===== config.mk =====
export PLATFORM = sky130hd
export DESIGN_NAME = branch_resolver_flat
export DESIGN_NICKNAME = d
export VERILOG_FILES = /design/src/rtl/branch_resolver_pkg.sv /design/src/rtl/branch_resolver_if.sv /design/src/rtl/branch_resolver_pht.sv /design/src/rtl/branch_resolver.sv /design/src/flat_wrapper.sv
export SDC_FILE = /design/constraint.sdc
export NUM_CORES = 1
export LEC_CHECK = 0
export ABC_AREA = 1
export BUFFER_PORTS_ARGS = -buffer_cell sky130_fd_sc_hd__buf_4
export CAP_MARGIN = 20
export CORE_UTILIZATION = 45
export DETAILED_ROUTE_END_ITERATION = 8
export HOLD_SLACK_MARGIN = 0.03
export SLEW_MARGIN = 15
export SYNTH_ARGS = -nofsm -noshare
export SYNTH_HDL_FRONTEND = slang
export SYNTH_SLANG_ARGS = --single-unit

===== constraint.sdc =====
create_clock -name clk -period 6.2 [get_ports clk]
set_clock_uncertainty 0.2 [all_clocks]
set_input_delay 1.24 -clock clk [delete_from_list [all_inputs] [get_ports clk]]
set_output_delay 1.24 -clock clk [all_outputs]
set_load 0.005 [all_outputs]

===== src/rtl/branch_resolver_pkg.sv =====
// Shared types and constants for the branch resolver and its pattern history table.
package branch_pkg;

    typedef logic [1:0] pht_counter_t;

    localparam pht_counter_t STRONG_NT = 2'd0;
    localparam pht_counter_t WEAK_NT   = 2'd1;
    localparam pht_counter_t WEAK_T    = 2'd2;
    localparam pht_counter_t STRONG_T  = 2'd3;

    typedef enum logic {
        IDLE  = 1'b0,
        FLUSH = 1'b1
    } resolver_state_t;

    localparam int INSTR_BYTES = 4;

endpackage


===== src/rtl/branch_resolver_if.sv =====
// Execute-to-resolver bus: resolved instruction handshake, PHT lookup and redirect/flush.
interface branch_resolver_if
    import branch_pkg::*;
#(
    parameter int XLEN = 32
) ();

    logic             res_valid;
    logic             res_ready;
    logic [XLEN-1:0]  res_pc;
    logic [XLEN-1:0]  res_target;
    logic             res_jump;
    logic             res_branch;
    logic             res_cond;
    logic             res_predicted_taken;
    logic [XLEN-1:0]  lookup_pc;
    pht_counter_t     lookup_counter;
    logic             lookup_taken;
    logic             redirect_valid;
    logic [XLEN-1:0]  redirect_pc;
    logic             flush;

    modport master (
        output res_valid, res_pc, res_target, res_jump, res_branch, res_cond,
               res_predicted_taken, lookup_pc,
        input  res_ready, lookup_counter, lookup_taken, redirect_valid, redirect_pc, flush
    );

    modport slave (
        input  res_valid, res_pc, res_target, res_jump, res_branch, res_cond,
               res_predicted_taken, lookup_pc,
        output res_ready, lookup_counter, lookup_taken, redirect_valid, redirect_pc, flush
    );

endinterface


===== src/rtl/branch_resolver_pht.sv =====
// Pattern history table of 2-bit saturating counters with a combinational lookup port.
module branch_pht
    import branch_pkg::*;
#(
    parameter int XLEN       = 32,
    parameter int INDEX_BITS = 6
) (
    input  logic            clk,
    input  logic            reset_n,
    input  logic            update_en,
    input  logic [XLEN-1:0] update_pc,
    input  logic            update_taken,
    input  logic [XLEN-1:0] lookup_pc,
    output pht_counter_t    lookup_counter
);

    localparam int ENTRIES = 1 << INDEX_BITS;

    pht_counter_t            counters_q [ENTRIES];
    logic [INDEX_BITS-1:0]   update_idx;
    logic [INDEX_BITS-1:0]   lookup_idx;
    logic                    unused_pc_bits;

    function automatic pht_counter_t sat_update(input pht_counter_t c, input logic taken);
        if (taken)
            return (c == STRONG_T) ? c : pht_counter_t'(c + 2'd1);
        else
            return (c == STRONG_NT) ? c : pht_counter_t'(c - 2'd1);
    endfunction

    assign update_idx = update_pc[INDEX_BITS+1:2];
    assign lookup_idx = lookup_pc[INDEX_BITS+1:2];
    assign unused_pc_bits = ^{update_pc[XLEN-1:INDEX_BITS+2], update_pc[1:0],
                              lookup_pc[XLEN-1:INDEX_BITS+2], lookup_pc[1:0]};

    // Read returns the stored value, so a same-cycle update is not visible until the next cycle.
    assign lookup_counter = counters_q[lookup_idx];

    always_ff @(posedge clk) begin
        if (!reset_n) begin
            for (int i = 0; i < ENTRIES; i++) begin
                counters_q[i] <= WEAK_NT;
            end
        end else if (update_en) begin
            counters_q[update_idx] <= sat_update(counters_q[update_idx], update_taken);
        end
    end

endmodule


===== src/rtl/branch_resolver.sv =====
// Branch resolver: detects mispredicts, issues a registered redirect plus timed flush, trains the PHT.
// Optional BRANCH_PERF_COUNTERS_EN adds branch_count / mispredict_count outputs.
module branch_resolver
    import branch_pkg::*;
#(
    parameter int XLEN           = 32,
    parameter int PHT_INDEX_BITS = 6,
    parameter int FLUSH_CYCLES   = 2
) (
    input  logic               clk,
    input  logic               reset_n,
    branch_resolver_if.slave   bus
`ifdef BRANCH_PERF_COUNTERS_EN
    ,
    output logic [31:0]        branch_count,
    output logic [31:0]        mispredict_count
`endif
);

    localparam int CNT_W = (FLUSH_CYCLES > 1) ? $clog2(FLUSH_CYCLES) : 1;

    resolver_state_t   state_q, state_d;
    logic [CNT_W-1:0]  flush_cnt_q, flush_cnt_d;
    logic              ready;
    logic              flush;
    logic              accept;
    logic              is_cf;
    logic              actual_taken;
    logic              mispredict;
    logic              train;
    logic [XLEN-1:0]   correct_pc;
    logic              redirect_valid_p1;
    logic [XLEN-1:0]   redirect_pc_p1;

    assign accept       = bus.res_valid && ready;
    assign is_cf        = bus.res_jump || bus.res_branch;
    assign actual_taken = bus.res_jump || (bus.res_branch && bus.res_cond);
    assign mispredict   = is_cf && (actual_taken != bus.res_predicted_taken);
    assign correct_pc   = actual_taken ? bus.res_target
                                       : bus.res_pc + XLEN'(INSTR_BYTES);
    // A jump flagged as a branch is still a jump and must not train the table.
    assign train        = accept && bus.res_branch && !bus.res_jump;

    always_ff @(posedge clk) begin
        if (!reset_n) begin
            state_q     <= IDLE;
            flush_cnt_q <= '0;
        end else begin
            state_q     <= state_d;
            flush_cnt_q <= flush_cnt_d;
        end
    end

    always_comb begin
        state_d     = state_q;
        flush_cnt_d = flush_cnt_q;
        ready       = 1'b0;
        flush       = 1'b0;
        case (state_q)
            IDLE: begin
                ready = 1'b1;
                if (accept && mispredict) begin
                    state_d     = FLUSH;
                    flush_cnt_d = CNT_W'(FLUSH_CYCLES - 1);
                end
            end
            FLUSH: begin
                flush = 1'b1;
                if (flush_cnt_q == '0)
                    state_d = IDLE;
                else
                    flush_cnt_d = flush_cnt_q - 1'b1;
            end
            default: state_d = IDLE;
        endcase
    end

    // Stage p1: redirect registered one cycle after the accepting edge
    always_ff @(posedge clk) begin
        if (!reset_n) begin
            redirect_valid_p1 <= 1'b0;
            redirect_pc_p1    <= '0;
        end else begin
            redirect_valid_p1 <= accept && mispredict;
            if (accept && mispredict)
                redirect_pc_p1 <= correct_pc;
        end
    end

    branch_pht #(
        .XLEN       (XLEN),
        .INDEX_BITS (PHT_INDEX_BITS)
    ) u_pht (
        .clk            (clk),
        .reset_n        (reset_n),
        .update_en      (train),
        .update_pc      (bus.res_pc),
        .update_taken   (bus.res_cond),
        .lookup_pc      (bus.lookup_pc),
        .lookup_counter (bus.lookup_counter)
    );

    assign bus.lookup_taken   = bus.lookup_counter[1];
    assign bus.res_ready      = ready;
    assign bus.flush          = flush;
    assign bus.redirect_valid = redirect_valid_p1;
    assign bus.redirect_pc    = redirect_pc_p1;

`ifdef BRANCH_PERF_COUNTERS_EN
    always_ff @(posedge clk) begin
        if (!reset_n) begin
            branch_count     <= '0;
            mispredict_count <= '0;
        end else if (accept) begin
            if (is_cf)
                branch_count <= branch_count + 32'd1;
            if (mispredict)
                mispredict_count <= mispredict_count + 32'd1;
        end
    end
`endif

endmodule


===== src/flat_wrapper.sv =====
// flat-port wrapper written by rule: the top's interface ports become plain ports
module branch_resolver_flat import branch_pkg::*;
#(
    parameter int XLEN           = 32,
    parameter int PHT_INDEX_BITS = 6,
    parameter int FLUSH_CYCLES   = 2
)
  (clk, reset_n, bus_res_valid, bus_res_pc, bus_res_target, bus_res_jump, bus_res_branch, bus_res_cond, bus_res_predicted_taken, bus_lookup_pc, bus_res_ready, bus_lookup_counter, bus_lookup_taken, bus_redirect_valid, bus_redirect_pc, bus_flush);
  branch_resolver_if #(.XLEN(XLEN)) bus_i ();
  input  logic clk;
  input  logic reset_n;
  input wire logic [$bits(bus_i.res_valid)-1:0] bus_res_valid;
  input wire logic [$bits(bus_i.res_pc)-1:0] bus_res_pc;
  input wire logic [$bits(bus_i.res_target)-1:0] bus_res_target;
  input wire logic [$bits(bus_i.res_jump)-1:0] bus_res_jump;
  input wire logic [$bits(bus_i.res_branch)-1:0] bus_res_branch;
  input wire logic [$bits(bus_i.res_cond)-1:0] bus_res_cond;
  input wire logic [$bits(bus_i.res_predicted_taken)-1:0] bus_res_predicted_taken;
  input wire logic [$bits(bus_i.lookup_pc)-1:0] bus_lookup_pc;
  output wire logic [$bits(bus_i.res_ready)-1:0] bus_res_ready;
  output wire logic [$bits(bus_i.lookup_counter)-1:0] bus_lookup_counter;
  output wire logic [$bits(bus_i.lookup_taken)-1:0] bus_lookup_taken;
  output wire logic [$bits(bus_i.redirect_valid)-1:0] bus_redirect_valid;
  output wire logic [$bits(bus_i.redirect_pc)-1:0] bus_redirect_pc;
  output wire logic [$bits(bus_i.flush)-1:0] bus_flush;
  assign bus_i.res_valid = bus_res_valid;
  assign bus_i.res_pc = bus_res_pc;
  assign bus_i.res_target = bus_res_target;
  assign bus_i.res_jump = bus_res_jump;
  assign bus_i.res_branch = bus_res_branch;
  assign bus_i.res_cond = bus_res_cond;
  assign bus_i.res_predicted_taken = bus_res_predicted_taken;
  assign bus_i.lookup_pc = bus_lookup_pc;
  assign bus_res_ready = bus_i.res_ready;
  assign bus_lookup_counter = bus_i.lookup_counter;
  assign bus_lookup_taken = bus_i.lookup_taken;
  assign bus_redirect_valid = bus_i.redirect_valid;
  assign bus_redirect_pc = bus_i.redirect_pc;
  assign bus_flush = bus_i.flush;
  branch_resolver #(.XLEN(XLEN), .PHT_INDEX_BITS(PHT_INDEX_BITS), .FLUSH_CYCLES(FLUSH_CYCLES)) u_core (.clk(clk), .reset_n(reset_n), .bus(bus_i));
endmodule

After elaboration in Yosys (flattened, before gate mapping)
Memories as Yosys holds them, arrays and structs flattened.
Index checks and enable logic that the tools add are counted.
{ "op_classes": {"add_sub_neg": 4, "n_eq_ne": 3, "muxes": 21, "n_bitwise": 1, "reduce_logical": 11} }
{ "op_table": {"columns": ["operator", "n"], "rows": [
  ["adder 32 x 3 -> 32 bit, second input constant", 1],
  ["2-to-1 mux 32 bit", 1],
  ["2-to-1 mux 2 bit", 6],
  ["2-to-1 mux 1 bit", 11],
  ["logical AND 1 bit", 6],
  ["2-to-1 mux 6 bit", 1],
  ["one-hot mux 1 bit (2 select lines)", 2],
  ["adder 2 x 1 -> 2 bit, second input constant", 1],
  ["equality test 2 bit, second input constant", 1],
  ["logical NOT 2 bit", 1],
  ["logical OR 1 bit", 2],
  ["inequality test 2 x 1 -> 1 bit, second input constant", 1],
  ["OR reduction 2 bit", 1],
  ["subtractor 2 x 1 -> 2 bit, second input constant", 1],
  ["logical NOT 1 bit", 1],
  ["inequality test 1 bit", 1],
  ["NOT 1 bit", 1],
  ["subtractor 1 bit, second input constant", 1]
]} }
{ "totals": {"reg_bits": 35, "ram_bits": 128, "input_bits": 103, "memories": 1} }
{ "mem_list": {"columns": ["name", "words", "width", "read_ports", "rd_ports_with_merged_regs", "wr", "line_no", "rtl"], "rows": [
  ["u_core.u_pht.counters_q", 64, 2, 2, 0, 64, "branch_resolver_pht.sv:19", "pht_counter_t counters_q [ENTRIES];"]
]} }

Depth between registers and ports, before layout
Gate-level depths: netlist of run 1.
{ "depth": {"ltp_word": 9, "depth_mapped": 17} }

Hierarchy
Synthesis of run 1 repeated with hierarchy kept, for this count alone.
{ "hier_totals": {"cells_unflattened": 1540, "area_unflattened_um2": 10650.2} }
{ "modules_own_cells": {"columns": ["mod", "n_inst", "cells_each", "area_per_inst_um2", "seq_area_each_um2"], "rows": [
  ["branch_pht", 1, 1155, 8270.4, 3843.7],
  ["branch_resolver", 1, 385, 2379.8, 700.7]
]} }

Least setup slack after synthesis of run 1
OpenSTA, ideal clock, no wires.
{ "synth_path": {"path_kind": "input -> output", "startpoint": "input bus_lookup_pc[2]", "endpoint": "output bus_lookup_counter[1]", "t_arrival_ns": 2.684, "slack_ns": 2.076, "cell_stages": 11, "path_cell_list": "clkbuf_1 -> inv_1 -> clkbuf_1 -> clkbuf_1 -> nor2_1 -> o211ai_1 -> o211ai_1 -> nand3_1 -> nand3_1 -> nand2_1 -> buf_4"} }
{ "synth_between": {"elab_chain_cells": 1} }
{ "synth_lines": {"columns": ["element", "line_no", "rtl"], "rows": [
  ["from (decl)", "flat_wrapper.sv:19", "input wire logic [$bits(bus_i.lookup_pc)-1:0] bus_lookup_pc;"],
  ["memory read (64 x 2 bit)", null, null],
  ["to (decl)", "flat_wrapper.sv:21", "output wire logic [$bits(bus_i.lookup_counter)-1:0] bus_lookup_counter;"]
]} }
No other way between the ends.

Final worst setup path of run 1
{ "layout_path": {"startpoint": "input bus_lookup_pc[3]", "endpoint": "output bus_lookup_counter[0]"} }
Same word-level chain as after synthesis.

==> reports/results.ini, run 1 <==
[run_status]
status=complete, no violations

[placed_design]
portBuffers=114
hpwl_um=21230
dp.cells=1795
gp_congestion=0.9016

[route]
drt-total-wl_um=32830
vias=10020
viasPerCell=5.485
drt-initial-drc-count=993
first_pass_iters=5
routedWlPerCell_um=17.97
antenna_left=0
drcViolationCount=0

[logic_synthesis]
synth.largest_area_cell=edfxtp_1
syn_area_mm2=0.01029
syn_nets=1583
synth_top_area_frac=0.3735
yosys-top-cells-area=edfxtp_1 37%, nand2_1 16%, nor2_1 8.9%
ys_seq_area_frac=0.4415
ys_ff_latch=163
syn-mean-instance-area_um2=6.959
synthDistinctLibCells=33
yosys_warnings=0
syn_inst=1479

[global_route]
first_global_vias=9439
globalRouteOverflowTotal=0
grt_pass1_wl_um=51290
antenna_found_initial=0
grt_max_degree=87
grt.total_usage=0.2864

[final_layout]
nNetsFinal=1638
area_growth_pct=14.73
diodes=0
final_cell_mix=442 x nand2_1, 244 x nor2_1, 142 x inv_1
drive_gt1_frac=0.1138
final_cell_count_no_fill=1827
final_common_cell=nand2_1

[sta]
maxSlewViolCount=0
setup_viol=0
relSlewSlack=0.2952
finalCriticalPeriod_ps=4929
fin_crit_sh=0.7949
fmax_mhz=202.9
finalSetupTns_ps=0
rsz0062_at_grt=false
final_hold_viol_count=0
tightest_slew_ps=1057

[floorplanning]
die_w_um=153.2
core_area_mm2=0.02209
num_rows=54
io_pins=141
start_util=0.4659
chipHeight_um=153.2
die-area_mm2=0.02348

[setup_path]
critical-path-top-delay-family=buffers and inverters
slowest_stage=inv_1
crit_chain=buf_4, inv_1, o21ai_0, o22ai_1, inv_1, nand2_1, o211ai_1, nand3_1, nand3_1, nand2_1, buf_4
worst-setup-path-type=in -> out
cp_num_buf_inv=4
r2r-start=u_core.state_q
required_ps=4760
critPathLaunch=bus_lookup_pc[3]
crit_fanout=41
end_kind=output port
worstPathArrival_ps=3490
max_stage_delay_ps=810
start_kind=input pin

[worst_hold_path]
hold_path_class=reg -> reg
hold_start=u_core.bus.redirect_pc[29]

[pwr]
power.total_uw=2738
total_leakage_power_uw=0.004826
powerDensity_mw_per_mm2=231.9
max-vdd-ir-drop_mv=0.1756

[clock_network]
cts_tree=built
clockRootBuffer=clkbuf_16
path_clk_slew_ps=70
post_cts_buffers=0
cts_buffer_depth=2
cts_buffers=17
ctsHtreeMaxLevel=4
cts.hold.buffers_added=0
post_cts_resized=0
insertion_delay_ps=430
cts_sinks=163

[run]
drv_cap=0

[metrics by stage]
stage	instance area, um2	hold WS, ps	utilization	worst slack [ps]
6_report	11810	265.3	0.5345	1271
5_1_grt	11810	288.3	0.5345	1151
4_1_cts	11810	269.9	0.5345	1315
3_5_place_dp	11220	259.1	0.5076	1329
3_3_place_gp	11220	252.4	0.5076	1331
2_1_floorplan	10290	246.2	-	2076
[worst reg2reg max path, cell delays in order, from the launching register on]
cell and delay (ps):
dfxtp_1 330, inv_1 90, nand2_1 130, nor4_4 490
nand3_1 810, nor2_1 350, inv_1 90, nand2_1 120
[path summary, 6_finish.rpt]
check	end	slack [ps]	cells after the start
min	u_core.bus.redirect_pc[29]	270	2
max	bus_lookup_counter[0]	1270	11
max reg2reg	u_core.u_pht.counters_q[5][0]	3290	7
min reg2reg	u_core.bus.redirect_pc[29]	270	2
[cell type report]
class	instances	area, um2
Clock buffer	26	556.8
Clock inverter	6	36.28
Fill cell	2184	10280
Inverter	144	540.5
Multi-Input combinational cell	1079	4787
Sequential cell	163	4544
Tap cell	280	350.3
Timing Repair Buffer	129	993.5
[Yosys cell counts]
| cell | n |
|---|---|
| nor2_1 | 244 |
| nand3b_1 | 6 |
| o211ai_1 | 23 |
| a21o_1 | 1 |
| inv_1 | 142 |
| buf_2 | 26 |
| nand4_1 | 4 |
| o21ai_1 | 2 |
| buf_6 | 1 |
| nor3_1 | 13 |
| edfxtp_1 | 128 |
| buf_4 | 10 |
| nor4_1 | 1 |
| nand2_1 | 443 |
| o21ai_0 | 100 |
| ha_1 | 1 |
| dfxtp_1 | 35 |
| o22ai_1 | 16 |
| o221ai_1 | 8 |
| xnor2_1 | 6 |
| buf_1 | 2 |
| nor2_2 | 2 |
| o31ai_1 | 2 |
| xor2_1 | 9 |
| clkbuf_1 | 54 |
| a31oi_1 | 5 |
| inv_2 | 2 |
| a21oi_1 | 56 |
| or2_2 | 8 |
| nor3b_1 | 1 |
| nor4_4 | 1 |
| nand2_2 | 2 |
| nand3_1 | 125 |
[sequential cells by signal, summed over array words and instances, names as in the netlist]
name                       count
u_core.u_pht.counters_q      128
u_core.bus.redirect_pc        32
u_core.bus.redirect_valid      1
u_core.flush_cnt_q             1
u_core.state_q                 1
[logic make-up (layout without fill, tap and decap cells)]
logic type	count (synthesis)	count (layout)	share of synthesized area
AO/OA/AOI/OAI	213	213	0.1154
XOR/XNOR	15	15	0.01276
adder cells (fa/ha/maj)	1	1	0.001215
buffers and inverters	237	305	0.09397
flip-flops	163	163	0.4415
AND/OR/NAND/NOR	850	850	0.3352
[per-layer routing]
metal,up-vias,global-route usage,share of wire
met3,52,0.03005,0.068
met4,0,0.1135,0.023
met5,-,0,0
met1,4631,0.3847,0.43
met2,420,0.4740,0.48
li1,4919,-,-
[power breakdown]
part           leakage, uW  internal [uW]  switching [uW]
Sequential         0.00140           1210            16.2
Clock             0.000301            622             431
Combinational      0.00313            150             312
Total              0.00483           1980             759
(Power assumes the default switching activity.)
==> inputs of run 2 (changes only) <==
--- a/config.mk
+++ b/config.mk
@@ -5,12 +5,13 @@
 export SDC_FILE = /design/constraint.sdc
 export NUM_CORES = 1
 export LEC_CHECK = 0
-export ABC_AREA = 1
+export ABC_AREA = 0
 export BUFFER_PORTS_ARGS = -buffer_cell sky130_fd_sc_hd__buf_4
 export CAP_MARGIN = 20
 export CORE_UTILIZATION = 45
 export DETAILED_ROUTE_END_ITERATION = 8
 export HOLD_SLACK_MARGIN = 0.03
+export PLACE_DENSITY = 0.65
 export SLEW_MARGIN = 15
 export SYNTH_ARGS = -nofsm -noshare
 export SYNTH_HDL_FRONTEND = slang
==> constraint.sdc (replaced) <==
create_clock -name clk -period 4.54 [get_ports clk]
set_clock_uncertainty 0.2 [all_clocks]
set_input_delay 0.908 -clock clk [delete_from_list [all_inputs] [get_ports clk]]
set_output_delay 0.908 -clock clk [all_outputs]
set_load 0.005 [all_outputs]
==> reports/results.ini, run 2 <==
[run_status]
status=complete, no violations

[sta]
setup_viol=0
finalSetupTns_ps=0
tightest_slew_ps=984.1
relSlewSlack=0.3426
fin_crit_sh=0.9066
worst_slack_ps=424.1
fmax_mhz=243.0
final_hold_viol_count=0
whs_ps=266.0
finalCriticalPeriod_ps=4116
rsz0062_at_grt=false
maxSlewViolCount=0

[setup_path]
end_kind=output port
max_stage_delay_ps=590
cp_num_buf_inv=3
worstPathArrival_ps=3010
slowest_stage=mux4_2
critical-path-top-delay-family=multiplexers
worst-setup-path-type=in -> out
r2r-start=u_core.u_pht.counters_q[37][0]
reg2reg_slack_ps=1460
critPathLaunch=bus_lookup_pc[2]
crit_chain=buf_4, buf_12, mux4_2, mux4_2, mux4_2, buf_4
critical_path.most_common_cell=mux4_2
start_kind=input pin
crit_fanout=32
required_ps=3430

[route]
met1Wirelength_um=10730
wl_met3_um=2408
highest_layer=met4
wl_met2_um=13200
drcViolationCount=0
vias=7767
drt-total-wl_um=26870
antenna_left=0
drt-initial-drc-count=796
viasPerCell=6.063
routedWlPerCell_um=20.97
first_pass_iters=5

[clock_network]
cts.hold.buffers_added=0
post_cts_buffers=0
cts_buffers=17
cts_buffer_depth=2
insertion_delay_ps=430
cts_tree=built
path_clk_slew_ps=70
post_cts_resized=0
cts_sinks=163
clockRootBuffer=clkbuf_16
ctsHtreeMaxLevel=4

[pwr]
power.total_uw=3567
powerDensity_mw_per_mm2=319.6
total_leakage_power_uw=0.003890
max-vdd-ir-drop_mv=0.2740

[logic_synthesis]
yosys_warnings=0
async_flop_share=0
synth.most_common_cell=nand2_1
yosys-top-cells-area=edfxtp_1 41%, mux4_2 13%, dfxtp_1 7.4%
syn-mean-instance-area_um2=10.30
ys.flop_type=edfxtp_1
synth_top_area_frac=0.4058
ys_seq_area_frac=0.4797
ys_ff_latch=163
syn_inst=920
syn_nets=1024
synthDistinctLibCells=56
syn_area_mm2=0.009473
synth-edff-count=128
ys_top_cells_by_count=153 x nand2_1, 128 x edfxtp_1, 107 x nor2_1
synth.largest_area_cell=edfxtp_1

[placed_design]
gp_congestion=0.8916
hpwl_um=18340
portBuffers=114
dp_slack_ps=417.9

[final_layout]
final_common_cell=nand2_1
drive_gt1_frac=0.2413
nNetsFinal=1102
largest_reg_flops=128
diodes=0
regMostFlops=u_core.u_pht.counters_q
area_growth_pct=17.83
final_cell_mix=153 x nand2_1, 139 x buf_4, 128 x edfxtp_1

[global_route]
antenna_found_initial=0
grt_max_degree=76
grt_pass1_wl_um=41850
first_global_vias=7603
globalRouteOverflowTotal=0
grt.total_usage=0.2561

[floorplanning]
die_w_um=147.1
io_pins=141
start_util=0.4637
die-area_mm2=0.02164
chipHeight_um=147.1
core_area_mm2=0.02043
num_rows=52

[run]
drv_cap=0

[worst_hold_path]
hold_path_class=reg -> reg
hold_start=u_core.bus.redirect_pc[22]

run 2: cell types whose count changed after synthesis, moves of 10 or more:
| cell | delta |
|---|---|
| nand2_1 | -290 |
| inv_1 | -128 |
| nor2_1 | -137 |
| o211ai_1 | -22 |
| a211oi_1 | +13 |
| a21oi_1 | -27 |
| mux2i_1 | +24 |
| o21ai_0 | -75 |
| mux4_2 | +54 |
| nand3_1 | -40 |
| nor2b_1 | +11 |
| buf_2 | -10 |
run 2: final timing paths:
kind	endpoint	cells past startpoint
setup / recovery	bus_lookup_counter[0]	6
hold / removal	u_core.bus.redirect_pc[22]	2
setup reg to reg	u_core.u_pht.counters_q[58][0]	8
hold reg to reg	u_core.bus.redirect_pc[22]	2
run 2: kinds of logic after synthesis:
group	synth area share
AO/OA/AOI/OAI	0.08216
XOR/XNOR	0.02496
adder cells (fa/ha/maj)	0.003566
buffers and inverters	0.04966
flip-flops	0.4797
multiplexers	0.1573
AND/OR/NAND/NOR	0.2026
run 2: tightest hold or removal path, cell delays in order (launching register included):
cell     delay, ps
dfxtp_1        310
nand2_1         50
a21oi_1         50
run 2: per-layer routing:
layer  vias to the layer above  GRT usage
met5                         -          0
met4                         0    0.08299
met3                        50    0.07019
met2                       389     0.4257
met1                      3777     0.3234
li1                       3551          -
run 2: report_power, final:
part	total [uW]	switching, uW	internal [uW]
combinational	513	303	210
clock	1390	628	758
sequential	1670	24.6	1640
run 2: area by class of cell:
| class | instances | area [um2] |
|---|---|---|
| Clock buffer | 17 | 425.4 |
| Timing Repair Buffer | 145 | 1171 |
| Tap cell | 270 | 337.8 |
| Fill cell | 1811 | 9268 |
| Sequential cell | 163 | 4544 |
| Clock inverter | 15 | 130.1 |
| Inverter | 14 | 52.55 |
| Multi-Input combinational cell | 657 | 4501 |
run 2: per-stage QoR:
step | util | std cells | instance area [um2]
final | 0.5464 | 1281 | 11160
after global routing | 0.5464 | 1281 | 11160
after CTS | 0.5450 | 1280 | 11130
after detailed placement | 0.5178 | 1248 | 10580
after global placement | 0.5178 | 1248 | 10580
after floorplan | - | 920 | 9473
==> inputs of run 3 (changes only) <==
--- a/config.mk
+++ b/config.mk
@@ -15,4 +15,5 @@
 export SLEW_MARGIN = 15
 export SYNTH_ARGS = -nofsm -noshare
 export SYNTH_HDL_FRONTEND = slang
+export SYNTH_HIERARCHICAL = 1
 export SYNTH_SLANG_ARGS = --single-unit
==> reports/results.ini, run 3 <==
[logic_synthesis]
synthDistinctLibCells=67
ys_ff_latch=163
ys_top_cells_by_count=155 x nand2_1, 128 x edfxtp_1, 90 x nor2_1
synth_top_area_frac=0.3955
yosys_warnings=6
synth.largest_area_cell=edfxtp_1
synth.most_common_cell=nand2_1
synth-edff-count=128
ys.flop_type=edfxtp_1
yosys-top-cells-area=edfxtp_1 40%, mux4_2 12%, dfxtp_1 7.2%
syn_nets=1023
syn_area_mm2=0.009718
syn_inst=919
ys_seq_area_frac=0.4676
syn-mean-instance-area_um2=10.57
async_flop_share=0

[route]
vias=8019
routedWlPerCell_um=21.94
first_pass_iters=7
drt-total-wl_um=28350
viasPerCell=6.207
antenna_left=0
drt-initial-drc-count=923
drcViolationCount=0

[sta]
rsz0062_at_grt=false
maxSlewViolCount=0
final_hold_viol_count=0
setup_viol=0
fin_crit_sh=0.9247
tightest_slew_ps=1021
relSlewSlack=0.3191
finalCriticalPeriod_ps=4198
finalSetupTns_ps=0
fmax_mhz=238.2

[setup_path]
required_ps=3430
reg2reg_slack_ps=920
start_kind=input pin
worst-setup-path-type=in -> out
r2r_cells=8
worstPathArrival_ps=3090
crit_fanout=19
end_kind=output port

[final_layout]
regMostFlops=u_core/u_pht/counters_q
multiInputGateArea_mm2=0.004686
final_common_cell=nand2_1
diodes=0
final_cell_mix=155 x nand2_1, 148 x buf_4, 128 x edfxtp_1
drive_gt1_frac=0.2675
nNetsFinal=1108
largest_reg_flops=128
area_growth_pct=16.63
fill_cells=1854
ff_latch_area_mm2=0.004544

[pwr]
seqPwrFrac=0.460
combPwrFrac=0.146
max-vdd-ir-drop_mv=0.2444
total_leakage_power_uw=0.003885
switching_share=0.2748
powerDensity_mw_per_mm2=319.2
power.internal_uw=2624
power.total_uw=3618
clkPwrFrac=0.394
p_switching_uw=994.2

[floorplanning]
core_area_mm2=0.02109
die_w_um=149.0
num_rows=53
chipHeight_um=149.0
start_util=0.4608
die-area_mm2=0.02219
io_pins=141

[placed_design]
portBuffers=114
hpwl_um=19660
gp_congestion=0.8938

[clock_network]
path_clk_slew_ps=80
cts_buffer_depth=2
cts.hold.buffers_added=0
post_cts_resized=0
cts_sinks=163
clockRootBuffer=clkbuf_16
ctsHtreeMaxLevel=4
post_cts_buffers=0
insertion_delay_ps=440
cts_tree=built
cts_buffers=17

[global_route]
globalRouteOverflowTotal=0
first_global_vias=7649
grt_max_degree=62
antenna_found_initial=0
grt_pass1_wl_um=43110
grt.total_usage=0.2581

[worst_hold_path]
hold_depth=2
hold_path_class=reg -> reg

[run]
drv_cap=0

[run_status]
status=complete, no violations

run 3: per-stage QoR:
step / instance area (um2) / hold WS [ps] / instances / util / worst slack (ps)
after floorplan: 9718 / 236.6 / 919 / - / 283.7
after global placement: 10760 / 244.3 / 1260 / 0.5102 / 252.0
after detailed placement: 10760 / 255.1 / 1260 / 0.5102 / 238.9
after CTS: 11330 / 266.4 / 1292 / 0.5375 / 348.6
after global routing: 11330 / 288.3 / 1292 / 0.5375 / 316.6
final: 11330 / 260.8 / 1292 / 0.5375 / 342.0
run 3: area by class of cell:
cell class | instances | share of cell area
sequential | 163 | 0.4009
clock inverter | 14 | 0.01292
inverter | 9 | 0.002980
timing repair buffer | 150 | 0.1016
clock buffer | 18 | 0.03786
multi-input combinational | 663 | 0.4134
tap | 275 | 0.03036
run 3: power by group through the flow:
stage	Sequential, uW	Clock (uW)	Combinational [uW]
finish	1660	1420	530
global route	1670	1500	565
CTS	1660	1450	526
detailed placement	1700	0	524
global placement	1700	0	520
floorplan	1690	0	347
run 3: critical path, cell delays in order:
cell and delay, ps:
buf_4 350, mux4_2 570, mux4_2 500, nor2b_1 160, a211oi_1 310, a21oi_1 130
buf_4 160
run 3: final timing paths:
kind / start / to
setup / recovery: bus_lookup_pc[2] / bus_lookup_counter[1]
hold / removal: u_core/bus.redirect_pc[4] / u_core/bus.redirect_pc[4]
setup reg to reg: u_core/u_pht/counters_q[47][0] / u_core/u_pht/counters_q[15][1]
hold reg to reg: u_core/bus.redirect_pc[4] / u_core/bus.redirect_pc[4]
run 3: per-layer routing:
| layer | vias up | share of wire | GRT usage |
|---|---|---|---|
| li1 | 3608 | - | - |
| met1 | 3896 | 0.40 | 0.3371 |
| met2 | 449 | 0.48 | 0.4323 |
| met3 | 66 | 0.091 | 0.04495 |
| met4 | 0 | 0.026 | 0.08776 |
| met5 | - | 0 | 0 |
run 3: kinds of logic (layout without fill, tap and decap cells):
kind of cell               after synthesis  count (layout)  share of synthesized area
DFF                                    163             163                     0.4676
buffers and inverters                   93             191                    0.05279
xor gates and xnor gates                23              23                    0.02073
and+or+nand+nor                        431             431                     0.2140
adders and majority gates                3               3                   0.003476
muxes                                   82              82                     0.1528
AOI/OAI and AO/OA                      124             124                    0.08858
